## src/rtl/branch_resolver_pkg.sv

```systemverilog
// Shared types for the execute-stage branch resolver: op codes, FSM states,
// address width and the JALR alignment helper.
package branch_resolver_pkg;

    localparam int unsigned ADDR_W = 32;

    typedef enum logic [3:0] {
        BR_NONE = 4'd0,
        BEQ     = 4'd1,
        BNE     = 4'd2,
        BLT     = 4'd3,
        BGE     = 4'd4,
        BLTU    = 4'd5,
        BGEU    = 4'd6,
        JAL     = 4'd7,
        JALR    = 4'd8
    } br_op_e;

    typedef enum logic {
        RES_IDLE  = 1'b0,
        RES_FLUSH = 1'b1
    } res_state_e;

    function automatic logic [ADDR_W-1:0] jalr_align(input logic [ADDR_W-1:0] addr);
        return {addr[ADDR_W-1:1], 1'b0};
    endfunction

endpackage

```

## src/rtl/branch_resolver_if.sv

```systemverilog
// EX-stage branch bundle: instruction fields into the resolver, predictor
// update, redirect/flush controls and statistics counters out of it.
interface branch_resolver_if;
    import branch_resolver_pkg::*;

    logic              ex_valid;
    logic              ex_stall;
    logic [3:0]        ex_op;
    logic [ADDR_W-1:0] ex_pc;
    logic [ADDR_W-1:0] ex_rs1;
    logic [ADDR_W-1:0] ex_rs2;
    logic [ADDR_W-1:0] ex_imm;
    logic              ex_prediction;
    logic [ADDR_W-1:0] ex_pred_target;

    logic              br_update;
    logic              br;
    logic [ADDR_W-1:0] br_address;
    logic [ADDR_W-1:0] br_pc;
    logic              redirect;
    logic [ADDR_W-1:0] redirect_pc;
    logic              flush;
    logic [31:0]       br_count;
    logic [31:0]       miss_count;

    modport slave (
        input  ex_valid, ex_stall, ex_op, ex_pc, ex_rs1, ex_rs2, ex_imm,
               ex_prediction, ex_pred_target,
        output br_update, br, br_address, br_pc, redirect, redirect_pc,
               flush, br_count, miss_count
    );

    modport master (
        output ex_valid, ex_stall, ex_op, ex_pc, ex_rs1, ex_rs2, ex_imm,
               ex_prediction, ex_pred_target,
        input  br_update, br, br_address, br_pc, redirect, redirect_pc,
               flush, br_count, miss_count
    );

endinterface

```

## src/rtl/branch_resolver_cmp.sv

```systemverilog
// Combinational branch condition evaluator: op and operands to taken.
module branch_cmp
    import branch_resolver_pkg::*;
(
    input  logic [3:0]        op_i,
    input  logic [ADDR_W-1:0] rs1_i,
    input  logic [ADDR_W-1:0] rs2_i,
    output logic              taken_o
);

    always_comb begin
        taken_o = 1'b0;
        case (op_i)
            BEQ:       taken_o = (rs1_i == rs2_i);
            BNE:       taken_o = (rs1_i != rs2_i);
            BLT:       taken_o = ($signed(rs1_i) <  $signed(rs2_i));
            BGE:       taken_o = ($signed(rs1_i) >= $signed(rs2_i));
            BLTU:      taken_o = (rs1_i <  rs2_i);
            BGEU:      taken_o = (rs1_i >= rs2_i);
            JAL, JALR: taken_o = 1'b1;
            default:   taken_o = 1'b0;
        endcase
    end

endmodule

```

## src/rtl/branch_resolver.sv

```systemverilog
// Execute-stage branch resolution: target computation, mispredict detection,
// redirect/flush sequencing, predictor update and statistics counters.
module branch_resolver
    import branch_resolver_pkg::*;
#(
    parameter int unsigned FLUSH_CYCLES = 2
) (
    input  logic            clk,
    input  logic            rst,
    branch_resolver_if.slave bus
);

    localparam int unsigned CNT_W = (FLUSH_CYCLES > 1) ? $clog2(FLUSH_CYCLES) : 1;

    res_state_e        state_q, state_d;
    logic [CNT_W-1:0]  flush_cnt_q, flush_cnt_d;

    logic              br_update_q, br_update_d;
    logic              br_q, br_d;
    logic [ADDR_W-1:0] br_address_q, br_address_d;
    logic [ADDR_W-1:0] br_pc_q, br_pc_d;
    logic              redirect_q, redirect_d;
    logic [ADDR_W-1:0] redirect_pc_q, redirect_pc_d;
    logic [31:0]       br_count_q, br_count_d;
    logic [31:0]       miss_count_q, miss_count_d;

    logic              taken;
    logic              resolve;
    logic              mispredict;
    logic [ADDR_W-1:0] target;
    logic [ADDR_W-1:0] next_pc;

    branch_cmp u_cmp (
        .op_i    (bus.ex_op),
        .rs1_i   (bus.ex_rs1),
        .rs2_i   (bus.ex_rs2),
        .taken_o (taken)
    );

    always_comb begin
        if (bus.ex_op == JALR) begin
            target = jalr_align(bus.ex_rs1 + bus.ex_imm);
        end else begin
            target = bus.ex_pc + bus.ex_imm;
        end
        next_pc = taken ? target : (bus.ex_pc + ADDR_W'(4));
    end

    // Instructions seen while flushing are wrong-path and never resolve.
    assign resolve = bus.ex_valid && !bus.ex_stall && (bus.ex_op != BR_NONE)
                     && (state_q == RES_IDLE);

    assign mispredict = resolve &&
                        ((taken != bus.ex_prediction) ||
                         (taken && bus.ex_prediction && (target != bus.ex_pred_target)));

    always_comb begin
        state_d     = state_q;
        flush_cnt_d = flush_cnt_q;
        if (state_q == RES_IDLE) begin
            if (mispredict) begin
                state_d     = RES_FLUSH;
                flush_cnt_d = CNT_W'(FLUSH_CYCLES - 1);
            end
        end else begin
            if (flush_cnt_q == '0) begin
                state_d = RES_IDLE;
            end else begin
                flush_cnt_d = flush_cnt_q - CNT_W'(1);
            end
        end
    end

    always_comb begin
        br_update_d   = resolve;
        br_d          = br_q;
        br_address_d  = br_address_q;
        br_pc_d       = br_pc_q;
        redirect_d    = mispredict;
        redirect_pc_d = redirect_pc_q;
        br_count_d    = br_count_q;
        miss_count_d  = miss_count_q;
        if (resolve) begin
            br_d         = taken;
            br_address_d = target;
            br_pc_d      = bus.ex_pc;
            br_count_d   = br_count_q + 32'd1;
        end
        if (mispredict) begin
            redirect_pc_d = next_pc;
            miss_count_d  = miss_count_q + 32'd1;
        end
    end

    always_ff @(posedge clk) begin
        if (!rst) begin
            state_q       <= RES_IDLE;
            flush_cnt_q   <= '0;
            br_update_q   <= 1'b0;
            br_q          <= 1'b0;
            br_address_q  <= '0;
            br_pc_q       <= '0;
            redirect_q    <= 1'b0;
            redirect_pc_q <= '0;
            br_count_q    <= '0;
            miss_count_q  <= '0;
        end else begin
            state_q       <= state_d;
            flush_cnt_q   <= flush_cnt_d;
            br_update_q   <= br_update_d;
            br_q          <= br_d;
            br_address_q  <= br_address_d;
            br_pc_q       <= br_pc_d;
            redirect_q    <= redirect_d;
            redirect_pc_q <= redirect_pc_d;
            br_count_q    <= br_count_d;
            miss_count_q  <= miss_count_d;
        end
    end

    assign bus.br_update   = br_update_q;
    assign bus.br          = br_q;
    assign bus.br_address  = br_address_q;
    assign bus.br_pc       = br_pc_q;
    assign bus.redirect    = redirect_q;
    assign bus.redirect_pc = redirect_pc_q;
    assign bus.flush       = (state_q == RES_FLUSH);
    assign bus.br_count    = br_count_q;
    assign bus.miss_count  = miss_count_q;

endmodule

```

## src/flat_wrapper.sv

```systemverilog
// flat-port wrapper written by rule: the top's interface ports become plain ports
module branch_resolver_flat import branch_resolver_pkg::*;
#(
    parameter int unsigned FLUSH_CYCLES = 2
)
  (clk, rst, bus_ex_valid, bus_ex_stall, bus_ex_op, bus_ex_pc, bus_ex_rs1, bus_ex_rs2, bus_ex_imm, bus_ex_prediction, bus_ex_pred_target, bus_br_update, bus_br, bus_br_address, bus_br_pc, bus_redirect, bus_redirect_pc, bus_flush, bus_br_count, bus_miss_count);
  branch_resolver_if bus_i ();
  input  logic clk;
  input  logic rst;
  input wire logic [$bits(bus_i.ex_valid)-1:0] bus_ex_valid;
  input wire logic [$bits(bus_i.ex_stall)-1:0] bus_ex_stall;
  input wire logic [$bits(bus_i.ex_op)-1:0] bus_ex_op;
  input wire logic [$bits(bus_i.ex_pc)-1:0] bus_ex_pc;
  input wire logic [$bits(bus_i.ex_rs1)-1:0] bus_ex_rs1;
  input wire logic [$bits(bus_i.ex_rs2)-1:0] bus_ex_rs2;
  input wire logic [$bits(bus_i.ex_imm)-1:0] bus_ex_imm;
  input wire logic [$bits(bus_i.ex_prediction)-1:0] bus_ex_prediction;
  input wire logic [$bits(bus_i.ex_pred_target)-1:0] bus_ex_pred_target;
  output wire logic [$bits(bus_i.br_update)-1:0] bus_br_update;
  output wire logic [$bits(bus_i.br)-1:0] bus_br;
  output wire logic [$bits(bus_i.br_address)-1:0] bus_br_address;
  output wire logic [$bits(bus_i.br_pc)-1:0] bus_br_pc;
  output wire logic [$bits(bus_i.redirect)-1:0] bus_redirect;
  output wire logic [$bits(bus_i.redirect_pc)-1:0] bus_redirect_pc;
  output wire logic [$bits(bus_i.flush)-1:0] bus_flush;
  output wire logic [$bits(bus_i.br_count)-1:0] bus_br_count;
  output wire logic [$bits(bus_i.miss_count)-1:0] bus_miss_count;
  assign bus_i.ex_valid = bus_ex_valid;
  assign bus_i.ex_stall = bus_ex_stall;
  assign bus_i.ex_op = bus_ex_op;
  assign bus_i.ex_pc = bus_ex_pc;
  assign bus_i.ex_rs1 = bus_ex_rs1;
  assign bus_i.ex_rs2 = bus_ex_rs2;
  assign bus_i.ex_imm = bus_ex_imm;
  assign bus_i.ex_prediction = bus_ex_prediction;
  assign bus_i.ex_pred_target = bus_ex_pred_target;
  assign bus_br_update = bus_i.br_update;
  assign bus_br = bus_i.br;
  assign bus_br_address = bus_i.br_address;
  assign bus_br_pc = bus_i.br_pc;
  assign bus_redirect = bus_i.redirect;
  assign bus_redirect_pc = bus_i.redirect_pc;
  assign bus_flush = bus_i.flush;
  assign bus_br_count = bus_i.br_count;
  assign bus_miss_count = bus_i.miss_count;
  branch_resolver #(.FLUSH_CYCLES(FLUSH_CYCLES)) u_core (.clk(clk), .rst(rst), .bus(bus_i));
endmodule
```

## config.mk

```make
export PLATFORM = sky130hd
export DESIGN_NAME = branch_resolver_flat
export DESIGN_NICKNAME = d
export VERILOG_FILES = /design/src/rtl/branch_resolver_pkg.sv /design/src/rtl/branch_resolver_if.sv /design/src/rtl/branch_resolver_cmp.sv /design/src/rtl/branch_resolver.sv /design/src/flat_wrapper.sv
export SDC_FILE = /design/constraint.sdc
export NUM_CORES = 1
export LEC_CHECK = 0
export BUFFER_PORTS_ARGS = -buffer_cell sky130_fd_sc_hd__buf_2
export CAP_MARGIN = 20
export CORE_ASPECT_RATIO = 1.5
export CORE_MARGIN = 2
export CORE_UTILIZATION = 44
export CTS_CLUSTER_DIAMETER = 50
export DETAILED_ROUTE_END_ITERATION = 8
export PLACE_DENSITY_LB_ADDON = 0.2
export SLEW_MARGIN = 25
export SYNTH_ARGS = -nofsm -noshare
export SYNTH_HDL_FRONTEND = slang
export SYNTH_SLANG_ARGS = --single-unit
```

## constraint.sdc

```tcl
create_clock -name clk -period 10.5 [get_ports clk]
set_input_delay 1.05 -clock clk [delete_from_list [all_inputs] [get_ports clk]]
set_output_delay 1.05 -clock clk [all_outputs]
set_load 0.01 [all_outputs]
```

==> results of run 1 <==
[sequential cells by signal, indices dropped and copies added, names as in the netlist]
signal                  cells
u_core.bus.redirect         1
u_core.bus.br_count        32
u_core.bus.flush            1
u_core.bus.br_address      32
u_core.flush_cnt_q          1
u_core.bus.br_pc           32
u_core.bus.redirect_pc     32
u_core.bus.br_update        1
u_core.bus.miss_count      32
u_core.bus.br               1
[cell type report]
type                            instances  area, sq um
Fill cell                            3031        13900
Multi-Input combinational cell       1417         9245
Sequential cell                       165         3303
Timing Repair Buffer                  340         1722
Tap cell                              395        494.2
Clock buffer                           17        425.4
Inverter                               61        230.2
Clock inverter                         15        142.6
Antenna cell                            6        15.01
[worst max-delay path: cells and delay by family]
| family | cells | cell delay, ns |
|---|---|---|
| muxes | 1 | 0.26 |
| adders and majority gates | 2 | 0.82 |
| and+or+nand+nor | 9 | 3.49 |
| AOI/OAI and AO/OA | 6 | 1.24 |
| buffers and inverters | 3 | 0.69 |
[power by group through the flow]
stage / clock network (mW) / logic (mW) / registers [mW]
6_report: 0.606 / 0.649 / 0.669
5_1_grt: 0.644 / 0.707 / 0.672
4_1_cts: 0.616 / 0.646 / 0.669
3_5_place_dp: 0 / 0.643 / 0.683
3_3_place_gp: 0 / 0.637 / 0.682
2_1_floorplan: 0 / 0.411 / 0.694
[cell usage in the layout (no fill, tap or decap), types with 7 or more instances in the layout]
master	Yosys	layout
sky130_fd_sc_hd__dfxtp_1	165	165
sky130_fd_sc_hd__nand2_1	267	267
sky130_fd_sc_hd__a311oi_1	7	7
sky130_fd_sc_hd__nand3_1	53	52
sky130_fd_sc_hd__o21ai_0	56	56
sky130_fd_sc_hd__and2_1	8	8
sky130_fd_sc_hd__nand2b_1	24	24
sky130_fd_sc_hd__buf_4	3	8
sky130_fd_sc_hd__a31oi_1	13	13
sky130_fd_sc_hd__mux2i_1	66	66
sky130_fd_sc_hd__o31ai_1	9	9
sky130_fd_sc_hd__nor4_1	8	7
sky130_fd_sc_hd__buf_2	13	332
sky130_fd_sc_hd__a21oi_1	148	148
sky130_fd_sc_hd__a21o_1	22	22
sky130_fd_sc_hd__clkbuf_16	0	17
sky130_fd_sc_hd__nor2_1	155	155
sky130_fd_sc_hd__xnor2_1	79	79
sky130_fd_sc_hd__inv_1	61	60
sky130_fd_sc_hd__nor2b_1	13	13
sky130_fd_sc_hd__a2bb2oi_1	7	7
sky130_fd_sc_hd__nor3_1	38	38
sky130_fd_sc_hd__xor2_1	73	73
sky130_fd_sc_hd__ha_1	97	97
sky130_fd_sc_hd__and3_1	37	36
sky130_fd_sc_hd__a31o_2	7	7
sky130_fd_sc_hd__a211oi_1	36	36
sky130_fd_sc_hd__nand4_1	48	48
sky130_fd_sc_hd__o211ai_1	31	31
sky130_fd_sc_hd__o21a_1	8	8
[how the worst max path moves through the flow]
stage                               from                    endpoint  slack (ns)  cells past startpoint
after floorplan           bus_ex_rs2[23]   u_core.bus.miss_count[14]        4.82                     23
after global placement    bus_ex_rs2[31]   u_core.bus.redirect_pc[5]        2.67                     22
after detailed placement  bus_ex_rs1[31]  u_core.bus.redirect_pc[27]        2.51                     21
after CTS                 bus_ex_rs1[31]  u_core.bus.redirect_pc[15]        2.95                     21
after global routing      bus_ex_rs1[31]   u_core.bus.redirect_pc[6]        2.82                     21
final                     bus_ex_rs1[31]  u_core.bus.redirect_pc[30]        3.24                     21
[cell families (layout without fill, tap and decap cells)]
logic type / after synthesis / in the layout / synth area share
adders and majority gates: 99 / 99 / 0.09544
xor gates and xnor gates: 157 / 157 / 0.1095
AOI/OAI and AO/OA: 401 / 401 / 0.1985
buffers and inverters: 149 / 433 / 0.04658
other: 0 / 6 / 0
muxes: 68 / 68 / 0.05200
and+or+nand+nor: 692 / 692 / 0.2465
DFF: 165 / 165 / 0.2515
[metrics by stage]
stage / hold slack (ns) / power, mW
global route: 0.4725 / 2.023
CTS: 0.4543 / 1.931
finish: 0.4501 / 1.924
detailed placement: 0.4450 / 1.327
global placement: 0.4394 / 1.319
floorplan: 0.4343 / 1.105
[per-layer routing]
layer  wire length [microns]  track usage
met1                   18650       0.3329
met2                   23320       0.5165
met3                    2042      0.02791
met4                    1785       0.1239
met5                       0            0
==> impl_metrics.yaml, run 1 <==
cts:
  cts_num_sinks: 165
  cts-root-buf: "sky130_fd_sc_hd__clkbuf_16"
  clock_path_buffers: 2
  cts_hold_buf: 0
  post_cts_resize_count: 0
  cts_tree: "done"
  clock_latency_ns: 0.44
  cts-buffers-inserted: 17
  cts-htree-levels: 4
  post_cts_buffers: 0
  clk_pin_slew_ns: 0.07
yosys:
  syn-mean-instance-area_sq_um: 7.589
  synth_async_sr_flop_share: 0
  synth_cell_types: 81
  post_synth_instance_area_sq_um: 13140
  netlist_top_cells_count: "sky130_fd_sc_hd__nand2_1, sky130_fd_sc_hd__dfxtp_1, sky130_fd_sc_hd__nor2_1"
  postSynthNetCount: 1999
  ys_seq_area_frac: 0.2515
  netlist.top_cell.by_area: "sky130_fd_sc_hd__dfxtp_1"
  synth_enable_flop_cells: 0
  syn-instance-count: 1731
  post_synth_main_area_contributors: "sky130_fd_sc_hd__dfxtp_1, sky130_fd_sc_hd__ha_1, sky130_fd_sc_hd__nand2_1"
  synthMostInstantiatedCell: "sky130_fd_sc_hd__nand2_1"
  synth.top_cell.area_share: 0.2515
  synth.yosys.warnings: 0
  synthFlopType: "sky130_fd_sc_hd__dfxtp_1"
  yosys_register_bits: 165
power:
  largest_vdd_supply_drop_v: 0.0001025
  seq_power_share: 0.348
  power.clock.fraction: 0.315
  leakage_nw: 7.239
  pwr-share-comb: 0.337
  p_per_area_nw_per_um2: 123.5
  power.internal_mw: 1.229
  power_switching_share: 0.3610
  switchingPower_mw: 0.6945
layout:
  syn_to_final_growth_pct: 18.58
  fin_area_sq_um: 15580
  num-nets-final: 2270
  finalNonFillerCells: 2416
  final_core_utilization: 0.5284
  layout-drive-gt1-share: 0.2035
worst_setup_path:
  worst_ep_arrival_ns: 7.61
  crit_slowest_cell: "sky130_fd_sc_hd__nand3_4"
  max_stage_delay_ns: 0.79
  worstSetupPathType: "input pin to register"
  regToRegSetupSlack_ns: 7.63
  worstPathMaxFanout: 62
  worstSetupStartpointType: "input pin"
  endpoint_kind: "register"
  worstReg2RegStart: "u_core.bus.miss_count[12]"
  r2r_cells: 13
  crit_path_cell_trace: "buf_2 -> ha_1 -> nand4_1 -> nor2_1 -> inv_1 -> or4_1 -> o31ai_1 -> a21oi_1 -> o211a_1 -> o22ai_1 -> a31o_2 -> buf_4 -> ha_1 -> nor4_1 -> o2111ai_1 -> nor4_1 -> nand4_1 -> nor4_4 -> nand3_2 -> nand3_4 -> mux2i_1"
  worst_r2r_endpoint: "u_core.bus.miss_count[31]"
  cp.required_ns: 10.85
run_status:
  outcome: "completed"
floorplan:
  floorplan.core_area_sq_um: 29480
  die_area_sq_um: 31280
  rows: 77
  pin_count: 333
  die_h_microns: 215.6
  die_width_microns: 145.1
  initial_utilization: 0.4456
global_route:
  via_count_of_the_first_global_routing_pass: 12990
  number_of_antenna_violations_at_the_first_check_in_global_routing: 5
  grt_util_all_layers: 0.2820
  maximum_number_of_pins_on_one_net_before_global_route_repair: 99
  first_pass_grt_wire_length_microns: 69820
  final_global_route_overflow_total: 0
hold_path:
  holdCritPathClass: "register to register"
  hold_start: "u_core.bus.redirect_pc[3]"
  worst_hold_path.endpoint: "u_core.bus.redirect_pc[3]"
  min_delay_path_depth: 2
routing:
  remaining_drc_errors: 0
  drt_iter0_drc: 898
  routed-via-count: 13560
  route.final.wire_length_microns: 45800
  dr.pass1.iters: 5
  viasPerCell: 5.611
  number_of_routed_nets_with_antenna_violations: 0
  routedWlPerCell_microns: 18.95
place:
  placed_cell_area_sq_um: 14990
  globalplace.congestion: 0.9553
  port_buffer_count: 332
  dpl.hpwl_microns: 37010
  place.detailed.instances: 2378
  placement.setup.worst_slack_ns: 2.510
timing:
  setup_viol_count_final: 0
  layout_setup_ws_ns: 3.238
  slew_headroom: 0.2947
  final.setup.tns_ns: 0
  finalHoldViolations: 0
  post-route-min-period_ns: 7.262
  report.final.slew_viol_count: 0
  highest_attainable_clock_frequency_ghz: 0.1377
  timing.final.crit_share: 0.6917
  final.setup_skew_ns: 0.007882
  rsz0062_at_grt: "false"
  slew_worst_pin_ns: 1.050
job:
  maxCapViolations: 0
Power figures use the tool's default switching activity.
==> run 2, diff against run 1 <==
==> constraint.sdc (replaced) <==
create_clock -name clk -period 7.6 [get_ports clk]
set_input_delay 0.76 -clock clk [delete_from_list [all_inputs] [get_ports clk]]
set_output_delay 0.76 -clock clk [all_outputs]
set_load 0.01 [all_outputs]
==> run 2 against run 1 <==
Net effect:
- sequential power up 38%
- flip-flop and latch count unchanged
- register-to-register slack got worse by 2.9 ns
- global-route usage decreased by 0.64 points
- critical path depth is the same
- power grew 41%
- sequential share of layout area fell by 0.065 points
- clock power grew 48%
- non-clock buffer count up 1
- critical path type unchanged
- highest routed layer unchanged
==> impl_metrics.yaml, run 2 (same netlist as run 1, synthesis figures left out) <==
run_status:
  outcome: "completed"
layout:
  commonest_non_fill_non_tap_cell_in_the_layout: "sky130_fd_sc_hd__buf_2"
  syn_to_final_growth_pct: 18.94
  layout.cells.most_common_list: "sky130_fd_sc_hd__buf_2, sky130_fd_sc_hd__nand2_1, sky130_fd_sc_hd__dfxtp_1"
  layout-drive-gt1-share: 0.2044
  layout.area.seq_sq_um: 3303
  fillCellCount: 2998
  multi_input_comb_area_sq_um: 9250
  num-nets-final: 2271
worst_setup_path:
  max_stage_delay_ns: 0.51
  crit_path_cell_trace: "buf_2 -> ha_1 -> nand4_1 -> nor2_1 -> inv_1 -> or4_1 -> o31ai_1 -> nor3_1 -> a21o_1 -> a22o_1 -> a31o_2 -> ha_1 -> nor4_1 -> o2111ai_1 -> nor4_1 -> nand4_1 -> nor4_4 -> nand3_2 -> buf_4 -> nand3_1 -> o21ai_0"
  crit_path_start: "bus_ex_rs1[31]"
  crit_slowest_cell: "sky130_fd_sc_hd__o31ai_1"
  endpoint_kind: "register"
  worstSetupStartpointType: "input pin"
  worst_ep_arrival_ns: 6.10
  cp.required_ns: 7.90
  worstPathMaxFanout: 37
  worstReg2RegStart: "u_core.bus.flush"
  worstSetupPathType: "input pin to register"
timing:
  final.setup.tns_ns: 0
  post-route-min-period_ns: 5.804
  final.setup_skew_ns: 0.01087
  rsz0062_at_grt: "false"
  layout_setup_ws_ns: 1.796
  timing.final.crit_share: 0.7637
  highest_attainable_clock_frequency_ghz: 0.1723
  slew_worst_pin_ns: 0.9942
  finalHoldViolations: 0
  slew_headroom: 0.3372
  setup_viol_count_final: 0
  fin_hold_ws_ns: 0.4506
  report.final.slew_viol_count: 0
floorplan:
  floorplan.core_area_sq_um: 29480
  die_width_microns: 145.1
  rows: 77
  die_h_microns: 215.6
  die_area_sq_um: 31280
  pin_count: 333
  initial_utilization: 0.4456
hold_path:
  hold_start: "u_core.bus.redirect_pc[0]"
  holdCritPathClass: "register to register"
cts:
  post_cts_buffers: 0
  cts_tree: "done"
  cts_hold_buf: 0
  clock_path_buffers: 2
  clock_latency_ns: 0.43
  cts-buffers-inserted: 17
  cts-root-buf: "sky130_fd_sc_hd__clkbuf_16"
  cts_num_sinks: 165
  post_cts_resize_count: 0
  cts-htree-levels: 4
  clk_pin_slew_ns: 0.07
routing:
  drt_iter0_drc: 879
  remaining_drc_errors: 0
  dr.pass1.iters: 5
  number_of_routed_nets_with_antenna_violations: 0
  viasPerCell: 5.591
  routed-via-count: 13520
  route.final.wire_length_microns: 44940
  routedWlPerCell_microns: 18.59
place:
  placement.setup.worst_slack_ns: 1.095
  globalplace.congestion: 0.9765
  port_buffer_count: 332
  dpl.hpwl_microns: 36370
power:
  leakage_nw: 7.267
  p_per_area_nw_per_um2: 173.3
  largest_vdd_supply_drop_v: 0.0001321
global_route:
  final_global_route_overflow_total: 0
  first_pass_grt_wire_length_microns: 68260
  number_of_antenna_violations_at_the_first_check_in_global_routing: 7
  maximum_number_of_pins_on_one_net_before_global_route_repair: 99
  grt_util_all_layers: 0.2756
  via_count_of_the_first_global_routing_pass: 12800
job:
  maxCapViolations: 0
==> run 2: layout make-up <==
cell class / count / area share
tap: 395 / 0.03163
timing repair buffer: 341 / 0.1107
antenna: 7 / 0.001121
clock inverter: 15 / 0.01121
multi-input combinational: 1417 / 0.5920
clock buffer: 17 / 0.02723
inverter: 61 / 0.01473
sequential: 165 / 0.2114
==> run 2: power by group <==
part	switching [mW]	internal [mW]
Clock	0.375	0.519
Combinational	0.552	0.337
Sequential	0.0215	0.903
==> run 2: critical path, delay by kind of cell <==
family | cells | cell delay (ns)
adders and majority gates | 2 | 0.71
buffers and inverters | 3 | 0.50
and+or+nand+nor | 10 | 2.65
AOI/OAI and AO/OA | 6 | 1.47
==> run 2: path summary, 6_finish.rpt <==
check / endpoint / cells past startpoint / slack (ns)
worst max-delay path: u_core.flush_cnt_q / 21 / 1.80
worst min-delay path: u_core.bus.redirect_pc[0] / 2 / 0.45
worst max register to register: u_core.bus.redirect_pc[26] / 5 / 4.74
worst min register to register: u_core.bus.redirect_pc[0] / 2 / 0.45
==> run 2: stage by stage <==
| stage | cells | area, sq um | utilization | power (mW) |
|---|---|---|---|---|
| after floorplan | 1731 | 13140 | - | 1.527 |
| after global placement | 2379 | 14990 | 0.5086 | 1.817 |
| after detailed placement | 2379 | 14990 | 0.5086 | 1.826 |
| after CTS | 2411 | 15600 | 0.5290 | 2.716 |
| after global routing | 2417 | 15620 | 0.5299 | 2.840 |
| final | 2418 | 15630 | 0.5300 | 2.708 |
==> run 2: metal layers <==
layer	vias to the layer above	routed length [microns]	track usage
met5	-	0	0
met4	0	2419	0.1523
met3	104	2289	0.03467
met2	437	22060	0.4873
met1	6278	18170	0.3227
li1	6700	-	-
==> run 3, diff against run 2 <==
--- a/config.mk
+++ b/config.mk
@@ -5,6 +5,7 @@
 export SDC_FILE = /design/constraint.sdc
 export NUM_CORES = 1
 export LEC_CHECK = 0
+export ABC_AREA = 1
 export BUFFER_PORTS_ARGS = -buffer_cell sky130_fd_sc_hd__buf_2
 export CAP_MARGIN = 20
 export CORE_ASPECT_RATIO = 1.5
==> constraint.sdc (replaced) <==
create_clock -name clk -period 5.25 [get_ports clk]
set_input_delay 0.525 -clock clk [delete_from_list [all_inputs] [get_ports clk]]
set_output_delay 0.525 -clock clk [all_outputs]
set_load 0.01 [all_outputs]
==> run 3 against run 2 <==
Net effect:
- register-to-register slack worse by 2.4 ns
- utilization down 1.1 points
- via count up 29%
- worst setup slack worse by 0.74 ns
- first-iteration DRC count up 11%
- cell count up 37%
- critical path type unchanged
- largest power group unchanged
==> impl_metrics.yaml, run 3 <==
run_status:
  outcome: "completed"
routing:
  drt_iter0_drc: 976
  routed-via-count: 17410
  route.final.wire_length_microns: 57560
  routedWlPerCell_microns: 17.40
  remaining_drc_errors: 0
  number_of_routed_nets_with_antenna_violations: 0
  dr.pass1.iters: 7
  viasPerCell: 5.262
hold_path:
  holdCritPathClass: "input pin to register"
  hold_start: "bus_ex_pc[0]"
  min_delay_path_depth: 3
cts:
  post_cts_resize_count: 0
  cts_num_sinks: 165
  cts_hold_buf: 0
  cts-htree-levels: 4
  clock_latency_ns: 0.44
  cts_tree: "done"
  cts-buffers-inserted: 17
  clk_pin_slew_ns: 0.07
  clock_path_buffers: 2
  cts-root-buf: "sky130_fd_sc_hd__clkbuf_16"
  post_cts_buffers: 0
timing:
  final.setup_skew_ns: 0.009365
  finalHoldViolations: 0
  timing.final.crit_share: 0.7989
  setup_viol_count_final: 0
  rsz0062_at_grt: "false"
  post-route-min-period_ns: 4.194
  slew_headroom: 0.4001
  report.final.slew_viol_count: 0
  highest_attainable_clock_frequency_ghz: 0.2384
  slew_worst_pin_ns: 0.8998
  final.setup.tns_ns: 0
floorplan:
  floorplan.core_area_sq_um: 33960
  initial_utilization: 0.4431
  rows: 83
  pin_count: 333
  die_h_microns: 230.5
  die_width_microns: 155.0
  die_area_sq_um: 35720
yosys:
  synthMostInstantiatedCell: "sky130_fd_sc_hd__nand2_1"
  synth_cell_types: 50
  postSynthNetCount: 2847
  synth.top_cell.area_share: 0.2195
  syn-instance-count: 2579
  post_synth_main_area_contributors: "sky130_fd_sc_hd__dfxtp_1, sky130_fd_sc_hd__nand2_1, sky130_fd_sc_hd__inv_1"
  synth_async_sr_flop_share: 0
  post_synth_instance_area_sq_um: 15050
  synth.yosys.warnings: 0
  synth_enable_flop_cells: 0
  netlist_top_cells_count: "sky130_fd_sc_hd__nand2_1, sky130_fd_sc_hd__inv_1, sky130_fd_sc_hd__nor2_1"
  syn-mean-instance-area_sq_um: 5.834
  synthFlopType: "sky130_fd_sc_hd__dfxtp_1"
  ys_seq_area_frac: 0.2195
  netlist.top_cell.by_area: "sky130_fd_sc_hd__dfxtp_1"
  yosys_register_bits: 165
layout:
  num-nets-final: 3140
  finalNonFillerCells: 3309
  layout-drive-gt1-share: 0.1540
  layout.cells.most_common_list: "sky130_fd_sc_hd__nand2_1, sky130_fd_sc_hd__inv_1, sky130_fd_sc_hd__buf_2"
  fillCellCount: 3660
  antenna_cells_inserted: 0
  syn_to_final_growth_pct: 17.06
  multi_input_comb_area_sq_um: 9842
  commonest_non_fill_non_tap_cell_in_the_layout: "sky130_fd_sc_hd__nand2_1"
  layout.area.seq_sq_um: 3303
worst_setup_path:
  regToRegSetupSlack_ns: 2.37
  endpoint_kind: "register"
  worst_ep_arrival_ns: 4.53
  worstPathMaxFanout: 45
  r2r_cells: 12
  crit_path_start: "bus_ex_rs1[31]"
  worstReg2RegStart: "u_core.bus.flush"
  worstSetupStartpointType: "input pin"
  cp.required_ns: 5.58
  worstSetupPathType: "input pin to register"
power:
  seq_power_share: 0.335
  switchingPower_mw: 1.529
  p_per_area_nw_per_um2: 229.5
  power.internal_mw: 2.514
  power.clock.fraction: 0.331
  largest_vdd_supply_drop_v: 0.0001940
  power_switching_share: 0.3783
  leakage_nw: 9.699
  pwr-share-comb: 0.334
place:
  place.detailed.instances: 3278
  port_buffer_count: 332
  globalplace.congestion: 1.019
  dpl.hpwl_microns: 47720
global_route:
  final_global_route_overflow_total: 0
  first_pass_grt_wire_length_microns: 89070
  via_count_of_the_first_global_routing_pass: 16920
  number_of_antenna_violations_at_the_first_check_in_global_routing: 0
  grt_util_all_layers: 0.3181
  maximum_number_of_pins_on_one_net_before_global_route_repair: 97
job:
  maxCapViolations: 0
==> run 3: metrics by stage <==
| stage | setup WS (ns) | cell area [sq um] | hold slack [ns] | power (mW) | utilization |
|---|---|---|---|---|---|
| 2_1_floorplan | 1.940 | 15050 | 0.4343 | 2.250 | - |
| 6_report | 1.056 | 17610 | 0.3926 | 4.043 | 0.5187 |
| 3_5_place_dp | 0.6168 | 17000 | 0.4548 | 2.717 | 0.5006 |
| 4_1_cts | 1.070 | 17610 | 0.3751 | 4.052 | 0.5187 |
| 3_3_place_gp | 0.6660 | 17000 | 0.4437 | 2.705 | 0.5006 |
| 5_1_grt | 0.7660 | 17610 | 0.4015 | 4.278 | 0.5187 |
==> run 3: final timing paths <==
| check | end |
|---|---|
| worst min register to register | u_core.bus.flush |
| worst max-delay path | u_core.bus.redirect_pc[3] |
| worst min-delay path | u_core.bus.br_pc[0] |
| worst max register to register | u_core.bus.br_count[30] |
==> run 3: layout make-up <==
class	count	area share
multi-input cells	1928	0.5587
flip-flops and latches	165	0.1875
repair buffers	342	0.09945
inverters	418	0.08922
well taps	425	0.03019
clock buffers	17	0.02415
clock inverters	14	0.01073
==> run 3: critical path, stage by stage <==
cell                      delay, ns
sky130_fd_sc_hd__buf_2         0.11
sky130_fd_sc_hd__ha_1          0.43
sky130_fd_sc_hd__nand2_1       0.10
sky130_fd_sc_hd__nor2_1        0.29
sky130_fd_sc_hd__nand4_1       0.30
sky130_fd_sc_hd__nor4_1        0.59
sky130_fd_sc_hd__o211a_1       0.21
sky130_fd_sc_hd__nand3_1       0.09
sky130_fd_sc_hd__nor2_2        0.18
sky130_fd_sc_hd__nand2_1       0.13
sky130_fd_sc_hd__ha_1          0.30
sky130_fd_sc_hd__inv_1         0.06
sky130_fd_sc_hd__nand2_4       0.39
sky130_fd_sc_hd__nand2_4       0.42
sky130_fd_sc_hd__o21ai_0       0.31
sky130_fd_sc_hd__inv_1         0.07
==> run 3: cell families after synthesis <==
| logic type | after synthesis | synth area share |
|---|---|---|
| compound gates | 261 | 0.09454 |
| flops | 165 | 0.2195 |
| fa+ha+maj | 99 | 0.08332 |
| simple gates | 1483 | 0.4262 |
| xor+xnor | 84 | 0.04889 |
| buf+inv | 486 | 0.1268 |
| mux | 1 | 0.0006653 |
==> run 3: power groups by stage <==
| stage | Combinational (mW) | Clock (mW) | Sequential, mW |
|---|---|---|---|
| floorplan | 0.847 | 0 | 1.40 |
| finish | 1.35 | 1.34 | 1.36 |
| global route | 1.51 | 1.41 | 1.36 |
| global placement | 1.32 | 0 | 1.38 |
| detailed placement | 1.33 | 0 | 1.38 |
| CTS | 1.34 | 1.36 | 1.35 |
==> run 3: per-layer routing <==
layer / vias to the layer above / routed length (microns) / track usage
met2: 612 / 28610 / 0.5796
met1: 7898 / 22240 / 0.3480
met5: - / 0 / 0
met3: 168 / 2616 / 0.03492
li1: 8735 / - / -
met4: 0 / 4091 / 0.2011
